==> config.mk <==
export PLATFORM = sky130hd
export DESIGN_NAME = regfile_sb
export DESIGN_NICKNAME = d
export VERILOG_FILES = /design/src/rtl/mips_rf_pkg.sv /design/src/rtl/rf_scoreboard.sv /design/src/rtl/regfile_sb.sv
export SDC_FILE = /design/constraint.sdc
export NUM_CORES = 2
export LEC_CHECK = 0
export CORE_MARGIN = 5
export CORE_UTILIZATION = 50
export CTS_BUF_LIST = sky130_fd_sc_hd__clkbuf_4
export CTS_CLUSTER_DIAMETER = 50
export CTS_CLUSTER_SIZE = 12
export DETAILED_ROUTE_END_ITERATION = 10
export GPL_TIMING_DRIVEN = 0
export PLACE_DENSITY = 0.67
export SETUP_SLACK_MARGIN = 0.4
export SLEW_MARGIN = 25
export SYNTH_ARGS = -nofsm -noshare
export SYNTH_HDL_FRONTEND = slang
export SYNTH_SLANG_ARGS = --single-unit
==> constraint.sdc <==
create_clock -name clk -period 3.4 [get_ports clk]
set_input_delay 0.68 -clock clk [delete_from_list [all_inputs] [get_ports clk]]
set_output_delay 0.68 -clock clk [all_outputs]
set_load 0.05 [all_outputs]
==> src/rtl/mips_rf_pkg.sv <==
// Shared widths and constants for the MIPS register file slice.
package mips_rf_pkg;

  localparam int unsigned DATA_W_DEF = 32;
  localparam int unsigned ADDR_W_DEF = 5;
  localparam int unsigned REG_ZERO   = 0;

endpackage : mips_rf_pkg

==> src/rtl/rf_scoreboard.sv <==
// Per-register busy scoreboard: issue sets, retire clears, set wins on the same address.
module rf_scoreboard
  import mips_rf_pkg::*;
#(
  parameter  int unsigned ADDR_W   = ADDR_W_DEF,
  localparam int unsigned NUM_REGS = 2 ** ADDR_W
) (
  input  logic                clk,
  input  logic                rst,
  input  logic                set_en,
  input  logic [ADDR_W-1:0]   set_addr,
  input  logic                clr_en,
  input  logic [ADDR_W-1:0]   clr_addr,
  output logic [NUM_REGS-1:0] busy_vec
);

  logic [NUM_REGS-1:0] busy_nxt;

  // Clear applied before set so a new producer overrides a retiring one
  always_comb begin
    busy_nxt = busy_vec;
    if (clr_en && (clr_addr != ADDR_W'(REG_ZERO))) busy_nxt[clr_addr] = 1'b0;
    if (set_en && (set_addr != ADDR_W'(REG_ZERO))) busy_nxt[set_addr] = 1'b1;
    busy_nxt[REG_ZERO] = 1'b0;
  end

  always_ff @(posedge clk) begin
    if (rst) busy_vec <= '0;
    else     busy_vec <= busy_nxt;
  end

endmodule : rf_scoreboard

==> src/rtl/regfile_sb.sv <==
// 2-read/1-write register file with busy scoreboard and debug read port.
// Define REGFILE_BYPASS_EN to forward same-cycle write data onto the read ports.
module regfile_sb
  import mips_rf_pkg::*;
#(
  parameter  int unsigned            DATA_W   = DATA_W_DEF,
  parameter  int unsigned            ADDR_W   = ADDR_W_DEF,
  parameter  logic [DATA_W-1:0]      RST_VAL  = '0,
  localparam int unsigned            NUM_REGS = 2 ** ADDR_W
) (
  input  logic                clk,
  input  logic                rst,
  input  logic                we,
  input  logic                ov,
  input  logic [ADDR_W-1:0]   waddr,
  input  logic [DATA_W-1:0]   wdata,
  input  logic [ADDR_W-1:0]   raddr1,
  input  logic [ADDR_W-1:0]   raddr2,
  output logic [DATA_W-1:0]   rdata1,
  output logic [DATA_W-1:0]   rdata2,
  output logic                rbusy1,
  output logic                rbusy2,
  input  logic                iss_en,
  input  logic [ADDR_W-1:0]   iss_addr,
  input  logic [ADDR_W-1:0]   dbg_addr,
  output logic [DATA_W-1:0]   dbg_data,
  output logic [NUM_REGS-1:0] busy_vec
);

  localparam logic [ADDR_W-1:0] ZERO_A = ADDR_W'(REG_ZERO);

  logic [DATA_W-1:0] regs [NUM_REGS];
  logic              wr_ok;

  // An unknown ov compares unequal to 0, so it blocks the write like ov=1
  always_comb begin
    wr_ok = 1'b0;
    if (we && (ov === 1'b0) && (waddr != ZERO_A)) wr_ok = 1'b1;
  end

  always_ff @(posedge clk) begin
    if (rst) begin
      for (int unsigned i = 0; i < NUM_REGS; i++)
        regs[i] <= (i == REG_ZERO) ? '0 : RST_VAL;
    end else if (wr_ok) begin
      regs[waddr] <= wdata;
    end
  end

  // Retire clears busy even on overflow; the instruction leaves the pipe either way
  rf_scoreboard #(
    .ADDR_W   (ADDR_W)
  ) u_sb (
    .clk      (clk),
    .rst      (rst),
    .set_en   (iss_en),
    .set_addr (iss_addr),
    .clr_en   (we),
    .clr_addr (waddr),
    .busy_vec (busy_vec)
  );

  always_comb begin
    rdata1   = (raddr1 == ZERO_A) ? '0 : regs[raddr1];
    rdata2   = (raddr2 == ZERO_A) ? '0 : regs[raddr2];
    rbusy1   = busy_vec[raddr1];
    rbusy2   = busy_vec[raddr2];
    dbg_data = (dbg_addr == ZERO_A) ? '0 : regs[dbg_addr];
`ifdef REGFILE_BYPASS_EN
    if (wr_ok && (raddr1 == waddr)) begin
      rdata1 = wdata;
      rbusy1 = 1'b0;
    end
    if (wr_ok && (raddr2 == waddr)) begin
      rdata2 = wdata;
      rbusy2 = 1'b0;
    end
`endif
  end

endmodule : regfile_sb
==> results.md <==
* Status: complete, but fails checks
* Failing checks: setup timing
* DP Area at roughly 70,000 um2
* RR Endpoint: u_sb.busy_vec[31]$_SDFF_PP0_
* Initial antenna violation count at 21
* Met3 Use GR at 0.2450
* Clk root buf: clkbuf_4
* CTS H-tree lvls at 4
* Area Overhead vs Synth at 19.55%
* Clk sink count at 1,055
* Mapped Cells at between 4,000 and 5,000
* EDFF count, synth at about 1,000
* Buffers on Ports at 176
* Vias in the first global route at approximately 47,000
* Post-route DRC at 0
* WP depth at 4
* GR peak layer: met2
* Detailed Route WL at 304.1 mm
* VDD IR max at 0.0004515 V
* Max clock buf depth at 3
* Die Y at 368.5 um
* Critical-path top delay cell: a22oi_2
* Final setup violation count at 98
* Mean Syn Cell Area at 14.35 um2
* Top post-synthesis cells by area: edfxtp_1 48%, mux4_2 24%, and2_1 9.7%
* Pin count of the biggest net entering global routing at 33
* Synth top area share at 0.4786
* Placed cell count at 6,356
* Die X-Extent at 368.5 um
* Worst hold path depth at 4
* Rel. slew slack at 0.1788
* F_max at 246.2 MHz
* Worst Hold Class: input port to register
* GR Util All Layers at 0.4415
* Largest fanout on the critical path at 2
* CP Capture Type: output port
* DP HPWL at between 200 and 250 mm
* Clock share of power at 0.287
* I/O Pins at 192
* Design area at between 70,000 and 80,000 um2
* Worst stage delay on the critical path at 690 ps
* WHS at 81.43 ps
* CTS tree: yes
* Reg2Reg Depth at 3
* Fillers at between 9,000 and 10,000
* Netlist Area Pre-Place at roughly 64,000 um2
* Final period utilization at 1.195
* Core Region at 127,700 um2
* Minimum clock period at 4062 ps
* Initial Util at 0.5032
* Hold Crit Start: waddr[0]
* Non-Filler Instances at 6,665
* Synth cell types at 36
* Layout cells sized above 1 at 0.4022
* Final core occ at 0.6016
* Row count at 131
* Setup TNS at -41,680 ps
* Crit-path leading delay family: compound AO/OA/AOI/OAI gates
* Yosys reg bits at 1,055
* Global routing met2 resource utilization at 0.6127
* Wire per inst at approximately 46 um
* Required @ worst endpoint at 2720 ps
* Synth top cells by count: 1,024 x edfxtp_1, 996 x and2_1, 690 x mux4_2
* Startpoint Class: register
* R2R setup slack at ~2600 ps
* Met1 Use GR at 0.5645
* Setup ws final at -662.0 ps
* First-pass GRT wire length at around 400 mm
* Net count, final at 4,936
* Most frequent cell after synthesis: edfxtp_1
* CP Cell Sequence: mux4_2 > a22oi_2 > a311oi_4 > buf_6
* Reg2Reg Launch Point: u_sb.busy_vec[31]$_SDFF_PP0_
* Pwr dens at roughly 430 nW/um2
* Internal Pwr Total at 21.88 mW
* Worst slack, placed at -2162 ps
* Yosys warns at 0
* Switching Share at 0.3355
* Switching power at 11.04 mW
* Crit path kind: register to output port
* Seq pwr share at 0.469
* Final Slew Violations at 0
* Sequential area share after synthesis at 0.4882
* WP buf/inv at 1
* Comb power frac at 0.244
* Leak pwr at 25.91 nW
* CP arrival at between 3000 and 4000 ps
* Global route total overflow at 0
* WHS Endpoint: u_sb.busy_vec[9]$_SDFF_PP0_
* Max Cap Viol at 0
* Clock skew at 0 ps
* Routability Congestion at 1.026
* Antenna-violating nets left at 0
* Worst Max-Slew Pin Slew at 1227 ps
* Unrepaired setup endpoints after global routing: yes
* Final Power at 32.92 mW
* DRT iter0 DRCs at 10,220
* Synth area leader: edfxtp_1
* Clock Pin Slew Worst Setup and Hold Paths at between 100 and 150 ps
* Vias per cell at 7.517
* Fin. Hold Viols at 0
* Async set or reset register ratio after synthesis at 0
* Die footprint at roughly 140,000 um2
* Via count at about 50,000
* Iteration count of the initial detailed-routing pass at 9
* CTS buffer count at 142
* Most used DFF post-synth: edfxtp_1
* Clk_lat worst skew at between 1000 and 1500 ps
-- kinds of logic after synthesis --
group | after synthesis | share of synthesized area
buf+inv | 518 | 0.03385
simple gates | 1308 | 0.1219
mux | 982 | 0.2893
compound gates | 614 | 0.06668
other cells | 1 | 0.00005837
flops | 1055 | 0.4882
-- state kept, by name (all words and copies together), names as in the netlist --
| signal | flops |
|---|---|
| u_sb.busy_vec | 31 |
| regs | 1024 |
-- final cells by class --
class	instances	area, um2	share of cell area
sequential	1055	31380	0.4086
multi-input combinational	2937	35690	0.4646
buffer	515	2960	0.03854
timing repair buffer	220	2356	0.03067
tap	1662	2079	0.02707
inverter	3	11.26	0.0001466
clock buffer	164	1231	0.01603
antenna	16	40.04	0.0005213
clock inverter	93	1065	0.01386
-- placed cells by master, fill, tap and decap left out, types with 13 or more instances in the layout --
master              n
clkbuf_1          214
diode_2            16
conb_1             33
bufinv_16          19
o21ai_1            20
o2111ai_1          13
clkdlybuf4s50_1    44
mux2_4             60
mux2_2             38
clkinv_4           13
dlygate4sd2_1      32
clkinv_1           16
buf_2              65
or2_4              27
edfxtp_1         1024
buf_6             120
a311oi_4           96
nor2b_1            69
a211oi_2           47
and2_1            996
nand2_1            92
clkinvlp_4         20
buf_4              92
a221oi_1           39
clkbuf_4          212
o21ai_2            59
nor2b_4            30
o21ai_4            86
a211oi_4           46
a22oi_2            53
dfxtp_1            22
o21ai_0            31
a21oi_1            31
nor2_1             35
mux4_2            690
clkbuf_2           80
mux2i_1           192
a22oi_1            43
o2111ai_2          13
a221oi_2           31
-- per-layer routing --
metal / vias up / wire length [um]
met3: 1005 / 57650
met5: - / 153
met2: 4990 / 124800
met4: 16 / 18650
met1: 25540 / 102800
li1: 18550 / -
-- worst reg2reg max path: stages (launching register included) --
cell and delay (ps):
dfxtp_2 340, buf_4 130, o21ai_0 70, a21oi_1 90
-- worst max-delay path by stage --
| stage | start | end |
|---|---|---|
| floorplan | raddr2[0] | rdata2[29] |
| global placement | dbg_addr[3] | dbg_data[14] |
| detailed placement | dbg_addr[3] | dbg_data[16] |
| CTS | regs[20][12]$_SDFFCE_PN0P_ | rdata1[12] |
| global route | regs[22][12]$_SDFFCE_PN0P_ | rdata1[12] |
| finish | regs[18][12]$_SDFFCE_PN0P_ | rdata1[12] |
-- power groups by stage --
| stage | sequential [mW] | combinational [mW] | clock [mW] |
|---|---|---|---|
| after global routing | 15.5 | 8.01 | 9.80 |
| after global placement | 15.7 | 6.81 | 0 |
| after CTS | 15.4 | 7.55 | 9.26 |
| after detailed placement | 15.7 | 6.85 | 0 |
| final | 15.5 | 8.03 | 9.44 |
| after floorplan | 15.5 | 4.23 | 0 |
-- repair_timing --
item                       in CTS  in global routing
hold buffers                    3                  0
buffers inserted               17                 15
hold endpoints to repair        2                  0
pin swaps                     153                 77
setup endpoints to repair     129                106
gates resized for setup      1526                124
No activity file was read; power rests on OpenSTA's default activity.
